==> config.mk <==
export PLATFORM = sky130hd
export DESIGN_NAME = revo_word_decoder
export DESIGN_NICKNAME = d
export VERILOG_FILES = /design/src/rtl/revo_link_pkg.sv /design/src/rtl/revo_pattern_finder.sv /design/src/rtl/revo_word_decoder.sv
export SDC_FILE = /design/constraint.sdc
export NUM_CORES = 1
export LEC_CHECK = 0
export ABC_AREA = 1
export CORE_MARGIN = 2
export CORE_UTILIZATION = 30
export DETAILED_ROUTE_END_ITERATION = 10
export GPL_TIMING_DRIVEN = 0
export PLACE_DENSITY_LB_ADDON = 0.08
export SYNTH_ARGS = -nofsm -noshare
export SYNTH_HDL_FRONTEND = slang
export SYNTH_HIERARCHICAL = 1
export SYNTH_SLANG_ARGS = --single-unit
==> constraint.sdc <==
create_clock -name clock -period 2 [get_ports clock]
set_input_delay 0.4 -clock clock [delete_from_list [all_inputs] [get_ports clock]]
set_output_delay 0.4 -clock clock [all_outputs]
set_load 0.02 [all_outputs]
==> src/rtl/revo_link_pkg.sv <==
// Shared revo link constants, state encoding and helpers for encoder and decoder.
// Latency: n/a (declarations only).
// Backpressure: n/a.
//
// Contents:
//   REVO_MARKER_WORD  word sent on the link when a revolution occurs
//   REVO_NULL_WORD    idle word sent between revolutions
//   revo_state_e      decoder lock state
//   sat_inc16         16-bit saturating increment
package revo_link_pkg;

   localparam logic [7:0] REVO_MARKER_WORD = 8'b11001100;
   localparam logic [7:0] REVO_NULL_WORD   = 8'b00000000;

   typedef enum logic [1:0] {
      ST_SEARCH = 2'd0,
      ST_VERIFY = 2'd1,
      ST_LOCKED = 2'd2
   } revo_state_e;

   function automatic logic [15:0] sat_inc16(input logic [15:0] v);
      return (v == 16'hFFFF) ? v : v + 16'd1;
   endfunction

endpackage

==> src/rtl/revo_pattern_finder.sv <==
// Finds the revo marker at any of the 8 bit alignments of a 2-word window.
// Latency: purely combinational.
// Backpressure: none; evaluates every cycle.
//
// Ports:
//   window_i  [15:0] {previous word, current word}, MSB first in time
//   found_o          marker present at some alignment
//   offset_o  [2:0]  lowest matching alignment k (marker at window_i[15-k -: 8])
module revo_pattern_finder
   import revo_link_pkg::*;
#(
   parameter logic [7:0] PATTERN = REVO_MARKER_WORD
) (
   input  logic [15:0] window_i,
   output logic        found_o,
   output logic [2:0]  offset_o
);

   // Scan from the highest offset down so the lowest matching offset is
   // the last one written and therefore wins.
   always_comb begin
      found_o  = 1'b0;
      offset_o = 3'd0;
      for (int k = 7; k >= 0; k--) begin
         if (window_i[15-k -: 8] == PATTERN) begin
            found_o  = 1'b1;
            offset_o = k[2:0];
         end
      end
   end

endmodule

==> src/rtl/revo_word_decoder.sv <==
// Locks onto the periodic revo marker in a deserialized word stream and flywheels the revo pulse.
// Latency: 1 word clock from the word that completes a marker to the registered outputs.
// Backpressure: none; one word is consumed every clock.
//
// Ports:
//   clock, reset         word clock; asynchronous active-high reset
//   word_in [7:0]        deserialized word, MSB first in time
//   revo_out             one-cycle revo pulse while locked
//   revo_synthetic       qualifies revo_out as flywheeled (marker missing)
//   locked               high while locked
//   bit_offset [2:0]     latched marker alignment
//   raw_match            marker seen at any alignment in the previous cycle
//   error_count [15:0]   saturating count of misplaced markers while locked
//   miss_count [1:0]     consecutive missing markers while locked
module revo_word_decoder
   import revo_link_pkg::*;
#(
   parameter logic [7:0] PATTERN         = REVO_MARKER_WORD,
   parameter int         EXPECTED_PERIOD = 1280,
   parameter int         CONFIRM_COUNT   = 3,
   parameter int         MISS_LIMIT      = 2
) (
   input  logic        clock,
   input  logic        reset,
   input  logic [7:0]  word_in,
   output logic        revo_out,
   output logic        revo_synthetic,
   output logic        locked,
   output logic [2:0]  bit_offset,
   output logic        raw_match,
   output logic [15:0] error_count,
   output logic [1:0]  miss_count
);

   localparam int CNT_W  = $clog2(EXPECTED_PERIOD);
   localparam int CONF_W = $clog2(CONFIRM_COUNT + 1);

   localparam logic [CNT_W-1:0]  CNT_DUE   = CNT_W'(EXPECTED_PERIOD - 1);
   localparam logic [CONF_W-1:0] CONF_DONE = CONF_W'(CONFIRM_COUNT);
   localparam logic [1:0]        MISS_DROP = 2'(MISS_LIMIT);

   revo_state_e       state_q,   state_d;
   logic [7:0]        prev_word_q;
   logic [CNT_W-1:0]  cnt_q,     cnt_d;
   logic [CONF_W-1:0] conf_q,    conf_d;
   logic [2:0]        offset_q,  offset_d;
   logic [1:0]        miss_q,    miss_d;
   logic [15:0]       err_q,     err_d;
   logic              revo_q,    revo_d;
   logic              synth_q,   synth_d;
   logic              locked_q;
   logic              raw_q;

   logic              found;
   logic [2:0]        found_off;
   logic              due;
   logic              at_off;

   revo_pattern_finder #(
      .PATTERN (PATTERN)
   ) u_finder (
      .window_i ({prev_word_q, word_in}),
      .found_o  (found),
      .offset_o (found_off)
   );

   assign due    = (cnt_q == CNT_DUE);
   assign at_off = found && (found_off == offset_q);

   always_comb begin
      state_d  = state_q;
      cnt_d    = cnt_q;
      conf_d   = conf_q;
      offset_d = offset_q;
      miss_d   = miss_q;
      err_d    = err_q;
      revo_d   = 1'b0;
      synth_d  = 1'b0;

      case (state_q)
         ST_SEARCH: begin
            cnt_d  = '0;
            conf_d = '0;
            miss_d = 2'd0;
            if (found) begin
               offset_d = found_off;
               conf_d   = CONF_W'(1);
               state_d  = ST_VERIFY;
            end
         end

         ST_VERIFY: begin
            cnt_d = cnt_q + CNT_W'(1);
            if (at_off && due) begin
               cnt_d  = '0;
               conf_d = conf_q + CONF_W'(1);
               if (conf_q + CONF_W'(1) == CONF_DONE) begin
                  state_d = ST_LOCKED;
                  revo_d  = 1'b1;
                  miss_d  = 2'd0;
               end
            end else if (found || due) begin
               // Early marker, wrong alignment or missing marker: start over.
               // A marker on this word is deliberately not used as a new seed.
               state_d = ST_SEARCH;
               cnt_d   = '0;
               conf_d  = '0;
            end
         end

         ST_LOCKED: begin
            cnt_d = due ? '0 : cnt_q + CNT_W'(1);
            // Anything other than the on-time marker at the locked alignment
            // is counted and otherwise ignored; phase stays as it was.
            if (found && !(due && at_off)) begin
               err_d = sat_inc16(err_q);
            end
            if (due) begin
               if (at_off) begin
                  revo_d = 1'b1;
                  miss_d = 2'd0;
               end else if (miss_q + 2'd1 == MISS_DROP) begin
                  // Too many consecutive misses: drop lock without a pulse.
                  state_d = ST_SEARCH;
                  miss_d  = 2'd0;
                  conf_d  = '0;
               end else begin
                  revo_d  = 1'b1;
                  synth_d = 1'b1;
                  miss_d  = miss_q + 2'd1;
               end
            end
         end

         default: begin
            state_d = ST_SEARCH;
            cnt_d   = '0;
            conf_d  = '0;
            miss_d  = 2'd0;
         end
      endcase
   end

   always_ff @(posedge clock or posedge reset) begin
      if (reset) begin
         state_q     <= ST_SEARCH;
         prev_word_q <= 8'd0;
         cnt_q       <= '0;
         conf_q      <= '0;
         offset_q    <= 3'd0;
         miss_q      <= 2'd0;
         err_q       <= 16'd0;
         revo_q      <= 1'b0;
         synth_q     <= 1'b0;
         locked_q    <= 1'b0;
         raw_q       <= 1'b0;
      end else begin
         state_q     <= state_d;
         prev_word_q <= word_in;
         cnt_q       <= cnt_d;
         conf_q      <= conf_d;
         offset_q    <= offset_d;
         miss_q      <= miss_d;
         err_q       <= err_d;
         revo_q      <= revo_d;
         synth_q     <= synth_d;
         locked_q    <= (state_d == ST_LOCKED);
         raw_q       <= found;
      end
   end

   assign revo_out       = revo_q;
   assign revo_synthetic = synth_q;
   assign locked         = locked_q;
   assign bit_offset     = offset_q;
   assign raw_match      = raw_q;
   assign error_count    = err_q;
   assign miss_count     = miss_q;

endmodule

## After elaboration in Yosys (flattened, before gate mapping)

Cells that the tools add are included.

| storage, ports and cells | value |
|---|---|
| bits in registers | 48 |
| bits in latches | 0 |
| RAM bits | 0 |
| bits in read-only memories | 0 |
| bits of input ports | 10 |
| output and inout bits | 25 |
| memories | 0 |

| operators by class | value |
|---|---|
| $add $sub $neg | 4 |
| $mul | 0 |
| div/mod/pow operators | 0 |
| order comparisons | 0 |
| eq/ne operators | 22 |
| shift operators | 0 |
| mux-type cells | 50 |
| bitwise operators | 1 |
| reductions and logical operators | 10 |

Operators by type and width:

| kind | number |
|---|---|
| $eq A8 B8 Y1 const B | 8 |
| $mux W2 | 17 |
| $mux W11 | 3 |
| $mux W3 | 8 |
| $pmux W11 S2 | 1 |
| $mux W1 | 17 |
| $add A16 B1 Y16 const B | 1 |
| $eq A16 B16 Y1 const B | 1 |
| $pmux W2 S3 | 2 |
| $add A11 B1 Y11 const B | 1 |
| $eq A11 B11 Y1 const B | 1 |
| $ne A2 B2 Y1 const B | 5 |
| $eq A2 B2 Y1 const B | 4 |
| $reduce_and A3 Y1 | 2 |
| $add A2 B1 Y2 const B | 2 |
| $pmux W2 S2 | 1 |
| $reduce_and A4 Y1 | 1 |
| $eq A3 B3 Y1 | 1 |
| $logic_and A1 B1 Y1 | 3 |
| $ne A3 B3 Y1 const B | 1 |
| $eq A2 B1 Y1 const B | 1 |
| $logic_not A2 Y1 | 1 |
| $pmux W1 S2 | 1 |
| $reduce_and A2 Y1 | 1 |
| other kinds (3) | 3 |

## Logic depth before layout (Yosys ltp)

Gate-level depths: netlist of run 1.

| depth | value |
|---|---|
| depth in word-level cells | 15 |
| mapped depth | 19 |
| mapped depth without buffers | 19 |

## Modules after synthesis

The synthesis of run 1 kept the hierarchy.

Modules (own cells, without submodules):

| module | instances | cells each | area each (µm²) | seq. area each (µm²) |
|---|---|---|---|---|
| revo_word_decoder | 1 | 287 | 2,424.8 | 1,201.2 |
| revo_pattern_finder | 1 | 84 | 346.6 | 0.0 |

## Worst setup path before layout of run 1

OpenSTA, ideal clock, no wires.

| timing path | value |
|---|---|
| kind | register to register |
| start point | reg prev_word_q[0] |
| end point | reg err_q[4], in the netlist error_count[4] |
| library setup time | 0.123 ns |
| arrival time | 1.787 ns |
| required time | 1.877 ns |
| slack | 0.090 ns |
| cell stages (with the launch flop) | 18 |
| cell sequence | dfrtp_1 > nor2_1 > nand2_1 > nor2_1 > inv_1 > nand2_1 > nor2_1 > nand2_1 > inv_1 > a21oi_1 > nand2_1 > nor2_2 > nand2_1 > nand2_2 > inv_1 > buf_2 > nand3_1 > nand2_1 |

| on the way | value |
|---|---|
| elaborated cells on any way between the ends | 30 |
| classes of those cells | eq/ne: 9; mux: 16; reduce/logical: 5 |

RTL lines:

| element | line | RTL |
|---|---|---|
| from (decl) | revo_word_decoder.sv:43 | `logic [7:0] prev_word_q;` |
| from (signal assigned) | revo_word_decoder.sv:159 | `prev_word_q <= word_in;` |
| $eq A8 B8 Y1 | revo_pattern_finder.sv:25 | `if (window_i[15-k -: 8] == PATTERN) begin` |
| $mux W1 (7 in a row) | revo_pattern_finder.sv:25 |  |
| $mux W1 (*) | revo_pattern_finder.sv:25 |  |
| net found | revo_word_decoder.sv:54 | `logic found;` |
| $logic_and A1 B1 Y1 | revo_word_decoder.sv:68 | `assign at_off = found && (found_off == offset_q);` |
| $logic_and A1 B1 Y1 | revo_word_decoder.sv:115 | `if (found && !(due && at_off)) begin` |
| $logic_not A1 Y1 | revo_word_decoder.sv:115 |  |
| $logic_and A1 B1 Y1 (*) | revo_word_decoder.sv:115 |  |
| $reduce_and A3 Y1 (no source line) (*) | n/a |  |
| to (signal assigned) | revo_word_decoder.sv:164 | `err_q <= err_d;` |
| to (decl) | revo_word_decoder.sv:48 | `logic [15:0] err_q, err_d;` |

The timed path passes the listed nets; every way through them passes the cells marked *.
A chain may end at the register's enable or synchronous reset.

## Worst setup path in the final report of run 1

| timing path | value |
|---|---|
| start point | in word_in[1] |
| end point | reg err_q[15], in the netlist error_count[15] |

| on the way | value |
|---|---|
| word-level cells in the longest chain between the ends | 15 |
| elaborated cells on any way between the ends | 23 |
| classes of those cells | eq/ne: 2; mux: 16; reduce/logical: 5 |

Ends and longest elaborated chain:

| element | line | RTL |
|---|---|---|
| from (decl) | revo_word_decoder.sv:25 | `input logic [7:0] word_in,` |
| $eq A8 B8 Y1 | revo_pattern_finder.sv:25 |  |
| $mux W3 (8 in a row) | revo_pattern_finder.sv:25 |  |
| net found_off[2] | revo_word_decoder.sv:55 | `logic [2:0] found_off;` |
| $eq A3 B3 Y1 | revo_word_decoder.sv:68 |  |
| $logic_and A1 B1 Y1 | revo_word_decoder.sv:68 |  |
| $logic_and A1 B1 Y1 | revo_word_decoder.sv:115 |  |
| $logic_not A1 Y1 | revo_word_decoder.sv:115 |  |
| $logic_and A1 B1 Y1 | revo_word_decoder.sv:115 |  |
| $reduce_and A3 Y1 (no source line) | n/a |  |

The timed path passes the listed nets, and every way through them passes these cells.

==> results of run 1 <==
==> Yosys cell counts (all sizes together) <==
library cell and instances:
inv 50, nor4 1, nand3b 1, nand2 115, buf 3, xor2 8, nand4 4, a21boi 1
dfrtp 48, clkinv 2, a221oi 1, nor3b 2, o21ai 16, o21a 1, a21oi 5, nor2 65
and2 1, or2 1, nor3 6, ha 7, nand3 23, a211oi 1, xnor2 9
==> cell usage in the layout (no fill, tap or decap), types with 2 or more instances in the layout <==
cell type        synthesis  routed
inv_1                   47      41
nand4_1                  4       4
clkbuf_8                 0       6
inv_4                    0       2
nand3_1                 22      19
buf_6                    1       4
dfrtp_2                  0       3
buf_8                    1       2
a21oi_1                  5       4
nor3_1                   5       5
xor2_1                   8       8
ha_1                     7       7
clkinv_1                 2       2
nor2_4                   2       6
xnor2_1                  9       9
dfrtp_1                 48      45
nor2_1                  54      46
nand2_2                 10      20
buf_12                   0       3
nand3_4                  0       2
nor3b_1                  2       2
o21ai_2                  2       6
nand3_2                  1       2
inv_2                    3       7
o21ai_0                 10       8
dlygate4sd2_1            0       6
clkdlybuf4s50_1          0      28
o21ai_1                  4       2
buf_4                    0      11
nor2_2                   9      13
nand2_1                105      94
==> where the power goes <==
group	internal, W	switching [W]
registers	0.00100	0.0000297
clock network	0.000282	0.000345
logic	0.000131	0.000203
==> routing by layer <==
layer	up-vias	GRT usage [%]
li1	1264	-
met1	1109	19.4
met2	43	21.6
met3	7	3.20
met4	0	4.00
met5	-	0
==> path summary, 6_finish.rpt <==
| path | startpoint | end | cells after the start |
|---|---|---|---|
| max in group asynchronous | reset | revo_synthetic | 3 |
| setup / recovery | word_in[1] | error_count[15] | 20 |
| setup reg to reg | prev_word_q[1] | error_count[15] | 18 |
| min in group asynchronous | reset | prev_word_q[4] | 2 |
| hold reg to reg | cnt_q[0] | cnt_q[0] | 1 |
| hold / removal | word_in[2] | prev_word_q[2] | 1 |
==> registers in the layout, summed over array words and instances (netlist names) <==
signal          flops
miss_count          2
cnt_q              11
state_q             2
revo_out            1
revo_synthetic      1
raw_match           1
error_count        16
bit_offset          3
conf_q              2
locked              1
prev_word_q         8
==> timing repair <==
action	in CTS	in global routing
pin swaps	20	14
resized for setup	45	16
cloned	2	0
setup buffers	14	1
endpoints found under the hold margin	0	0
endpoints found under the setup margin	36	33
==> stage by stage <==
| stage | utilization [%] | TNS [ps] | instance area [um2] |
|---|---|---|---|
| 2_1_floorplan | - | 0 | 2770 |
| 3_3_place_gp | 35.7 | -55190 | 3250 |
| 3_5_place_dp | 35.9 | -25620 | 3270 |
| 4_1_cts | 39.8 | -2640 | 3630 |
| 5_1_grt | 40.5 | -6440 | 3690 |
| 6_report | 40.5 | -1950 | 3690 |
==> area by class of cell <==
cell class | instances | area (um2)
Tap cell | 111 | 139
Fill cell | 931 | 5420
Inverter | 52 | 200
Multi-Input combinational cell | 268 | 1470
Sequential cell | 48 | 1200
Timing Repair Buffer | 52 | 537
Clock buffer | 7 | 86.3
Buffer | 3 | 41.3
Clock inverter | 1 | 7.51
==> cells by family after synthesis <==
kind of cell             Yosys count  synth area share (%)
AND/OR/NAND/NOR                  219                  34.6
buffers and inverters             55                  8.17
flip-flops                        48                  43.3
AO/OA/AOI/OAI                     25                  5.33
XOR/XNOR                          17                  5.37
adder cells (fa/ha/maj)            7                  3.16
==> out/qor.yml, run 1 <==
outcome:
  status: "complete, but fails checks"
  violations: "negative setup slack"
synthesis:
  yosysSeqAreaShare_pct: 43.3
  ys_types: 33
  syn_nets: 388
  syn-mean-instance-area_um2: 7.47
  synth_area_leader_cell: "dfrtp_1"
  synth-seq-cells: 48
  synth_top_area_share_pct: 43.3
  syn_inst: 371
  syn-cell-area_um2: 2770
  synth.area.top_cells: "dfrtp_1 43%, nand2_1 14%, nor2_1 7.3%"
  yosysWarnings: 6
floorplanning:
  rows: 35
  initial_utilization_pct: 30.4
  core-area_um2: 9110
  dieArea_um2: 10000
  fp.dieW_um: 100
  die_h_um: 100
  boundaryPins: 35
global_route:
  antenna_found_initial: 0
  overflow: 0
  grt_start_max_net_pins: 35
  grt_pass1_vias: 2357
  grt_pass1_wl_um: 11100
  groute.usage.overall_pct: 13.9
placement:
  placed_cells: 517
  dp_slack_ps: -873
  dp_hpwl_um: 4570
  portBuffers: 34
  gp_congestion: 0.803
final_layout:
  layout.nets: 447
  area_growth_pct: 33.0
  final_cell_count_no_fill: 542
  drive_above_1_share_pct: 21.8
  n_antenna_cell: 0
hold_path:
  hold_path_class: "in -> reg"
clock_tree:
  clock_sinks: 48
  htreeDepth: 2
  insertion_delay_ps: 310
  tritoncts: "built"
  clock-root-buffer: "clkbuf_8"
  hold_buffers: 0
  cts_buffers: 5
  path_clk_slew_ps: 100
  cts_buffer_depth: 2
critical_path:
  ff2ff_setup_slack_ps: -110
  cp_slowest_cell: "clkdlybuf4s50_1"
  critPathMaxStageDelay_ps: 480
  crit_family: "simple AND/OR/NAND/NOR gates"
  crit_fanout: 7
  cp.arrival_ps: 2360
  path_buf_inv: 6
  startpoint_type: "input pin"
  crit_chain: "clkdlybuf4s50_1 -> inv_1 -> nand2_1 -> nor2_2 -> nand2_2 -> nand2_2 -> nor2_4 -> nor2_4 -> inv_2 -> nand2_1 -> nand2_2 -> nand2_2 -> nor2_4 -> nand2_2 -> nand2_2 -> buf_8 -> buf_12 -> buf_8 -> nand2_2 -> o21ai_2"
  required_ps: 2230
  end_kind: "register"
  critPathKind: "in -> reg"
  crit_top_cell: "nand2_2"
power_and_ir_drop:
  power_leakage_nw: 1.68
  finalPower_w: 0.00199
  ir_drop_uv: 247
  p_per_area_nw_per_um2: 541
timing:
  rsz0062_at_grt: "yes"
  slew_violations: 0
  setup_viol: 23
  skew_ps: 13.9
  min_period_ps: 2130
  whs_ps: 376
  final-hold-violation-count: 0
  fin_ws_ps: -132
  worstMarginPinSlew_ps: 368
  max_freq_ghz: 0.469
  min_period_over_period_pct: 107
  slew-limit-headroom_pct: 75.5
drt:
  post_drt_via_cell_ratio: 4.47
  drtAntennaViolNets: 0
  routed-wl-met2_um: 2850
  wl_met1_um: 3230
  drt_wl_total_um: 6420
  initialDrtViolationCount: 86
  wl_per_cell_um: 11.8
  drt-pass1-iter-count: 4
  top_layer_used: "met4"
  drc: 0
  wl_met3_um: 263
  vias: 2423
job:
  drv_cap: 0
Note: power is estimated with default switching activity, not from simulation.
==> inputs of run 2 (changes only) <==
- clock period: 2 -> 2.2 ns (I/O delays scaled with it)
==> run 2 against run 1 <==
Against the previous run: the run now ends clean; global-route usage down 0.29 points; routed wire length about the same; cell count unchanged; total power down 9.1%; first-iteration DRC count down 2.3%; final area down 0.37%; combinational power down 8.7%; setup slack better by 190 ps; clock-buffer cell count unchanged; critical path depth down 2; sequential share of layout area up 0.16 points.
==> out/qor.yml, run 2 (synthesis gave the netlist of run 1 again) <==
power_and_ir_drop:
  p_sw_w: 0.000523  # -9.5%
  finalPower_w: 0.00181  # -9.1%
  p_comb_share_pct: 16.8  # about the same
  p_per_area_nw_per_um2: 494  # -8.7%
  power_leakage_nw: 1.69  # +0.63%
  pwr-share-seq_pct: 51.9  # about the same
  p_sw_share_pct: 28.8  # -0.14 points
  p_clk_share_pct: 31.3  # -0.2 points
  intPower_w: 0.00129  # -8.9%
  ir_drop_uv: 223  # -9.6%
job:
  drv_cap: 0  # unchanged
final_layout:
  area_growth_pct: 32.6
  layout.nets: 447  # unchanged
  final_common_cell: "nand2_1"
  seqCellArea_um2: 1210  # +0.10%
  n_antenna_cell: 0  # unchanged
  final_util_pct: 40.3  # -0.15 points
  nFillCells: 948  # +1.8%
  drive_above_1_share_pct: 23.4  # +1.6 points
  largest_reg_flops: 16  # unchanged
  final_cell_mix: "86 x nand2_1, 48 x nor2_1, 44 x dfrtp_1"
  multi_input_area_um2: 1480  # +0.34%
clock_tree:
  cts_buffers: 5  # unchanged
  insertion_delay_ps: 300  # about the same
  htreeDepth: 2  # unchanged
  path_clk_slew_ps: 100  # about the same
  clock-root-buffer: "clkbuf_8"
  cts_buffer_depth: 2  # unchanged
  hold_buffers: 0  # unchanged
  clock_sinks: 48  # unchanged
  tritoncts: "built"
drt:
  drtAntennaViolNets: 0  # unchanged
  post_drt_via_cell_ratio: 4.45  # -0.41%
  drt-pass1-iter-count: 4  # unchanged
  vias: 2413  # -0.41%
  initialDrtViolationCount: 84  # -2.3%
  wl_per_cell_um: 11.8  # about the same
  drc: 0  # unchanged
  drt_wl_total_um: 6410  # about the same
global_route:
  grt_pass1_vias: 2290  # -2.8%
  grt_start_max_net_pins: 35  # unchanged
  grt_pass1_wl_um: 10900  # -2.4%
  groute.usage.overall_pct: 13.6  # -0.29 points
  antenna_found_initial: 0  # unchanged
  overflow: 0  # unchanged
critical_path:
  reg2reg_to: "error_count[15]"
  ff2ff_setup_slack_ps: 60  # +170 ps
  required_ps: 2390  # +160 ps
  rr_worst_depth: 18  # unchanged
  startpoint_type: "register"
  critPathKind: "reg -> reg"
  reg2reg_from: "prev_word_q[4]"
  cp.arrival_ps: 2330  # -30 ps
  end_kind: "register"
  crit_fanout: 7  # unchanged
timing:
  slew-limit-headroom_pct: 75.5  # about the same
  rsz0062_at_grt: "yes"
  min_period_ps: 2140
  worstMarginPinSlew_ps: 367  # -0.269 ps
  tns_ps: 0  # +1950 ps
  min_period_over_period_pct: 97.4
  max_freq_ghz: 0.467
  whs_ps: 276  # -99.6 ps
  skew_ps: 12.7  # -1.24 ps
  setup_viol: 0  # -100%
  slew_violations: 0  # unchanged
  final-hold-violation-count: 0  # unchanged
floorplanning:
  boundaryPins: 35  # unchanged
  rows: 35  # unchanged
  fp.dieW_um: 100  # unchanged
  core-area_um2: 9110  # unchanged
  initial_utilization_pct: 30.4  # unchanged
  die_h_um: 100  # unchanged
  dieArea_um2: 10000  # unchanged
placement:
  dp_hpwl_um: 4570  # unchanged
  gp_congestion: 0.803  # unchanged
  portBuffers: 34  # unchanged
hold_path:
  holdPathEnd: "prev_word_q[1]"
  hp-start: "word_in[1]"
  hold_depth: 1  # unchanged
  hold_path_class: "in -> reg"
outcome:
  status: "finished clean"
## run 2: changes by cell type in the layout (fill, tap and decap cells not counted), sizes merged
| cell | before | now |
|---|---|---|
| dlymetal6s2s | 0 | 1 |
| clkdlybuf4s50 | 28 | 27 |
| inv | 50 | 51 |
| dlygate4sd2 | 6 | 4 |
| clkinv | 2 | 1 |
| clkbuf | 7 | 9 |
## run 2: metrics by stage
step	instances	worst slack, ps	cell area [um2]
global placement	516	-704	3250
global route	542	-80.4	3670
CTS	536	4.50	3530
finish	542	56.4	3670
floorplan	371	270	2770
detailed placement	517	-713	3270
## run 2: worst max-delay path by stage
stage / to / depth (start not counted) / start / slack [ps]
after global routing: locked / 15 / prev_word_q[4] / -80
after floorplan: error_count[4] / 17 / word_in[6] / 270
after detailed placement: error_count[4] / 18 / word_in[7] / -710
after CTS: error_count[1] / 19 / word_in[1] / 4
after global placement: error_count[4] / 18 / word_in[7] / -700
final: error_count[15] / 18 / prev_word_q[4] / 60
## run 2: metal layers
layer | wire length, um | track usage, % | vias to the layer above
li1 | - | - | 1259
met1 | 3220 | 19.1 | 1107
met2 | 2860 | 21.2 | 42
met3 | 277 | 3.13 | 5
met4 | 53 | 3.69 | 0
met5 | 0 | 0 | -
## run 2: final cells by class
class                      count  share of cell area (%)
timing repair buffer          52                    14.1
sequential                    48                    32.8
tap                          111                    3.78
clock buffer                   7                    2.35
multi-input combinational    268                    40.2
buffer                         3                    1.12
inverter                      52                    5.38
clock inverter                 1                   0.204
## run 2: power groups by stage
stage               logic [W]  registers, W  clock network [W]
floorplan            0.000179      0.000960                  0
global placement     0.000272      0.000958                  0
detailed placement   0.000277      0.000956                  0
CTS                  0.000287      0.000940           0.000598
global route         0.000350      0.000948           0.000646
finish               0.000305      0.000941           0.000568
## run 2: critical path, cell delays in order (launching register included)
cell	delay [ps]
dfrtp_1	430
buf_4	150
nand3_1	80
nor2_1	50
nor2_2	160
nand2_2	90
nor2_4	140
inv_2	60
nand2_2	70
nand2_2	50
nand2_2	80
nor2_4	50
nand2_2	60
nand2_2	60
buf_8	150
buf_12	120
buf_8	130
nand2_4	50
o21ai_2	50
## run 2: repair_timing
item / 4_1_cts / 5_1_grt
setup endpoints to repair: 28 / 23
gates cloned: 1 / 0
resized for setup: 25 / 46
pin swaps: 9 / 25
buffers inserted: 10 / 6
